<file path="src/rtl/mmio_uart_tx.sv">
// mmio_uart_tx: memory-mapped 8N1 UART transmitter with a TX FIFO,
// decoding a 16-byte register window on the CPU data-memory port.
module mmio_uart_tx #(
    parameter int          CLK_DIV    = 16,
    parameter int          FIFO_DEPTH = 8,
    parameter logic [31:0] BASE_ADDR  = 32'hFFFF_0000
) (
    input  logic        clk,
    input  logic        rst_n,
    input  logic [31:0] address,
    input  logic [31:0] write_data,
    input  logic        we,
    output logic        hit,
    output logic [31:0] read_data,
    output logic        tx
);
    localparam int AW = $clog2(FIFO_DEPTH);
    localparam int CW = $clog2(CLK_DIV);

    typedef enum logic [1:0] {S_IDLE, S_START, S_DATA, S_STOP} state_t;

    state_t        r_state, w_state_nxt;
    logic [7:0]    r_mem [FIFO_DEPTH];
    logic [AW-1:0] r_wr_ptr, r_rd_ptr;
    logic [AW:0]   r_count, w_count_nxt;
    logic [CW-1:0] r_baud, w_baud_nxt;
    logic [2:0]    r_bit, w_bit_nxt;
    logic [7:0]    r_shift, w_shift_nxt;
    logic          r_tx, w_tx_nxt, r_ovf, r_en;
    logic          w_wr_data, w_wr_status, w_wr_ctrl;
    logic          w_full, w_empty, w_busy, w_push, w_reject, w_pop;
    logic          w_can_pop, w_baud_end, w_unused;

    assign hit         = address[31:4] == BASE_ADDR[31:4];
    assign w_wr_data   = we && hit && address[3:2] == 2'd0;
    assign w_wr_status = we && hit && address[3:2] == 2'd1;
    assign w_wr_ctrl   = we && hit && address[3:2] == 2'd2;
    assign w_full      = r_count == (AW+1)'(FIFO_DEPTH);
    assign w_empty     = r_count == '0;
    assign w_busy      = r_state != S_IDLE || !w_empty;
    // Push is judged on the pre-edge count, so a same-cycle pop never frees a slot for it
    assign w_push      = w_wr_data && !w_full;
    assign w_reject    = w_wr_data && w_full;
    assign w_can_pop   = r_en && !w_empty;
    assign w_baud_end  = r_baud == CW'(CLK_DIV - 1);
    assign w_count_nxt = r_count + (AW+1)'(w_push) - (AW+1)'(w_pop);
    assign tx          = r_tx;
    assign w_unused    = ^{address[1:0], write_data[31:8]};

    assign read_data = !hit ? '0
                     : address[3:2] == 2'd1 ? {16'd0, 8'(r_count), 4'd0, r_ovf, w_busy, w_empty, w_full}
                     : address[3:2] == 2'd2 ? {31'd0, r_en}
                     : '0;

    always_comb begin
        w_state_nxt = r_state;
        w_pop       = 1'b0;
        case (r_state)
            S_IDLE:  if (w_can_pop) begin
                         w_pop       = 1'b1;
                         w_state_nxt = S_START;
                     end
            S_START: if (w_baud_end) w_state_nxt = S_DATA;
            S_DATA:  if (w_baud_end && r_bit == 3'd7) w_state_nxt = S_STOP;
            S_STOP:  if (w_baud_end) begin
                         w_pop       = w_can_pop;
                         w_state_nxt = w_can_pop ? S_START : S_IDLE;
                     end
            default: w_state_nxt = S_IDLE;
        endcase
        w_baud_nxt  = (r_state == S_IDLE || w_baud_end) ? '0 : r_baud + 1'b1;
        w_bit_nxt   = r_state != S_DATA ? '0 : w_baud_end ? r_bit + 1'b1 : r_bit;
        w_shift_nxt = w_pop ? r_mem[r_rd_ptr] : r_shift;
        // tx is registered from the next state so the line changes on the same edge as the FSM
        w_tx_nxt    = w_state_nxt == S_START ? 1'b0
                    : w_state_nxt == S_DATA  ? w_shift_nxt[w_bit_nxt]
                    : 1'b1;
    end

    always_ff @(posedge clk or negedge rst_n) begin
        if (!rst_n) begin
            r_state  <= S_IDLE;
            r_tx     <= 1'b1;
            r_count  <= '0;
            r_wr_ptr <= '0;
            r_rd_ptr <= '0;
            r_ovf    <= 1'b0;
            r_en     <= 1'b1;
            r_baud   <= '0;
            r_bit    <= '0;
            r_shift  <= '0;
        end else begin
            r_state  <= w_state_nxt;
            r_tx     <= w_tx_nxt;
            r_count  <= w_count_nxt;
            r_wr_ptr <= r_wr_ptr + AW'(w_push);
            r_rd_ptr <= r_rd_ptr + AW'(w_pop);
            r_ovf    <= w_reject || (r_ovf && !(w_wr_status && write_data[3]));
            r_en     <= w_wr_ctrl ? write_data[0] : r_en;
            r_baud   <= w_baud_nxt;
            r_bit    <= w_bit_nxt;
            r_shift  <= w_shift_nxt;
        end
    end

    always_ff @(posedge clk) begin
        if (w_push) r_mem[r_wr_ptr] <= write_data[7:0];
    end
endmodule

</file>
<file path="config.mk">
export PLATFORM = sky130hd
export DESIGN_NAME = mmio_uart_tx
export DESIGN_NICKNAME = d
export VERILOG_FILES = /design/src/rtl/mmio_uart_tx.sv
export SDC_FILE = /design/constraint.sdc
export NUM_CORES = 1
export LEC_CHECK = 0
export BUFFER_PORTS_ARGS = -buffer_cell sky130_fd_sc_hd__buf_2
export CAP_MARGIN = 10
export CORE_UTILIZATION = 54
export CTS_BUF_LIST = sky130_fd_sc_hd__clkbuf_2 sky130_fd_sc_hd__clkbuf_4 sky130_fd_sc_hd__clkbuf_8
export CTS_CLUSTER_DIAMETER = 150
export DETAILED_ROUTE_END_ITERATION = 8
export PLACE_DENSITY = 0.8
export SETUP_SLACK_MARGIN = 0.05
export SLEW_MARGIN = 20
export SYNTH_ARGS = -nofsm -noshare
export SYNTH_HDL_FRONTEND = slang
export SYNTH_SLANG_ARGS = --single-unit
</file>
<file path="constraint.sdc">
create_clock -name clk -period 2.7 [get_ports clk]
set_input_delay 0.54 -clock clk [delete_from_list [all_inputs] [get_ports clk]]
set_output_delay 0.54 -clock clk [all_outputs]
set_load 0.05 [all_outputs]
</file>
==> metrics.txt <==
Clock Tree Root clkbuf_8; clk_skew 0.0116 ns; WL per Instance 18.0 um; Post-synth EDFFs 64; sequential share of the synthesized area 60.3%; register bit total from synthesis 94; core area 7850 sq um; via count 2691; top-level port count between 100 and 150; Slew @ Worst Pin about 0.69 ns; initial antenna violation count 0; violated checks setup timing; First-pass DRT Iterations 4; gpl congestion 0.826; Area Growth Syn to Fin 20.5%; cell area after layout 5350 sq um; Data arrival, critical path ~2.2 ns; hold crit path type in -> async; max-capacitance violation count 0; Die W 92.7 um; first-pass GRT wire length 14000 um; pin count of the biggest net entering global routing 31; clock slew seen by the registers of the worst setup and hold paths ~0.09 ns; setup ws final -0.0184 ns; synth warn 0; Layout fillers 530; Post-route DRC 0; H-tree depth 3; CP Class in -> out; Setup TNS -0.0184 ns; Starting Density 56.6%; grt ovf 0; GRT Util Overall 22.0%; Port Buffers 50; dpl hpwl 6210 um; routed wire length 8790 um; fin. max-slew vios 0; crit path max fanout 6; crit share post-route 101%; leakage 2.17 nW; vias in the first global route 2851; Synth Instances 306; die height 92.7 um; Worst setup SP type input port; Worst slew margin 53.9%; residual antenna-violating net count after detailed routing 0; n_diodes 0; Worst setup EP type primary output; RSZ-0062 raised after global routing yes; post-synth design cell area ~4400 sq um; Synth cell types between 50 and 60; fin nets 466; Reg area 2680 sq um; DP Area 4970 sq um; post-synthesis average cell area 14.5 sq um; Final Setup Violations 1; status complete, but fails checks; Max VDD drop 0.000505 V; Hold Fails Final Rpt 0; First DRT Iteration DRCs 138; WHS 0.211 ns; asr flop ratio synth 31.9%; area of the multi-input gates ~1700 sq um; pwr dens 481 nW/um^2; die area 8590 sq um; Most used DFF post-synth edfxtp_1; share of post-route cells with drive strength above 1 37.6%; placement row count 32; Vias per Instance 5.51; Hold Buf Count CTS 0; worst path required time 2.16 ns; CTS max path bufs 2; pre-CTS WS -0.00138 ns; R2R setup slack 0.17 ns; Skew-Pair Late Insertion Delay 0.36 ns; Inserted Clock Buffers 9; CTS sink count 94; min Tclk post-route 2.72 ns; fmax 368 MHz; CTS tree yes
==> final cells by class <==
| class | count | area share [%] |
|---|---|---|
| inverters | 20 | 1.43 |
| clock inverters | 7 | 1.22 |
| well taps | 102 | 2.38 |
| clock buffers | 9 | 2.31 |
| multi-input cells | 183 | 32.4 |
| repair buffers | 73 | 10.3 |
| flip-flops and latches | 94 | 50.0 |
==> worst paths after layout <==
path	cells past startpoint	end	from
max in group asynchronous	1	r_rd_ptr[0]$_DFF_PN0_	rst_n
worst min register to register	1	r_wr_ptr[2]$_DFF_PN0_	r_wr_ptr[2]$_DFF_PN0_
worst min-delay path	1	r_baud[3]$_DFF_PN0_	rst_n
min in group clk	1	r_mem[3][2]$_DFFE_PP_	write_data[2]
worst max-delay path	8	read_data[2]	address[15]
worst max register to register	11	r_count[1]$_DFF_PN0_	r_state[0]$_DFF_PN0_
==> cell usage after synthesis (6+ instances only) <==
library cell,n,share of area (%)
mux4_2,14,7.1
inv_1,19,1.6
nor2_1,13,1.1
nand2b_1,9,1.3
buf_4,26,4.4
ha_1,17,4.8
mux2_2,7,1.8
dfrtp_1,28,16
nand2_1,14,1.2
mux2i_1,10,2.3
edfxtp_1,64,43
and3_1,6,0.85
==> cell usage in the layout, fill, tap and decap left out, drive strengths merged, types with 10 or more instances in the layout <==
cell type,netlist,final
mux2i,10,10
mux4,14,14
buf,31,73
inv,19,22
nand2,14,14
dfrtp,28,28
ha,17,17
edfxtp,64,64
nor2,13,13
conb,1,24
==> sequential cells by signal (all words and copies together) (netlist names) <==
register and cells:
r_baud 4, r_bit 3, r_count 4, r_en 1
r_mem 64, r_ovf 1, r_rd_ptr 3, r_shift 8
r_state 2, r_wr_ptr 3, tx 1
==> power by group <==
group	switching, mW	total [mW]	leakage (nW)	internal (mW)
registers	0.000680	1.54	0.977	1.54
logic	0.119	0.155	1.10	0.0364
clock network	0.523	0.878	0.0938	0.355
total	0.642	2.57	2.17	1.93
==> cell families after synthesis <==
family	share of synthesized area, %
buf+inv	6.88
xor+xnor	1.18
other cells	0.0845
flops	60.3
simple gates	8.68
fa+ha+maj	5.24
compound gates	6.54
mux	11.1
==> metal layers <==
layer  vias to the layer above  track usage (%)  wire (um)
li1                       1254                -          -
met5                         -                0          0
met3                        23             4.27        293
met1                      1347             26.2       3500
met2                        67             39.0       4790
met4                         0             9.74        200
==> repair_timing <==
action                     in CTS  in global routing
gates resized for setup         1                 38
pin swaps                       0                  7
setup buffers                   0                  4
setup endpoints to repair       1                 12
==> per-stage QoR <==
step / power [mW] / utilization [%] / instances
CTS: 2.58 / 65.8 / 484
floorplan: 1.69 / - / 329
detailed placement: 1.71 / 63.4 / 468
global placement: 1.71 / 63.4 / 468
global route: 2.68 / 68.2 / 488
finish: 2.57 / 68.2 / 488
==> worst max-delay path, cell delays in order <==
cell and delay, ns:
buf_2 0.12, nor4b_4 0.27, nand4_1 0.17, nor4_4 0.35
nor2b_4 0.30, nand2_4 0.11, a21oi_4 0.14, buf_6 0.17
(Power assumes the default switching activity.)
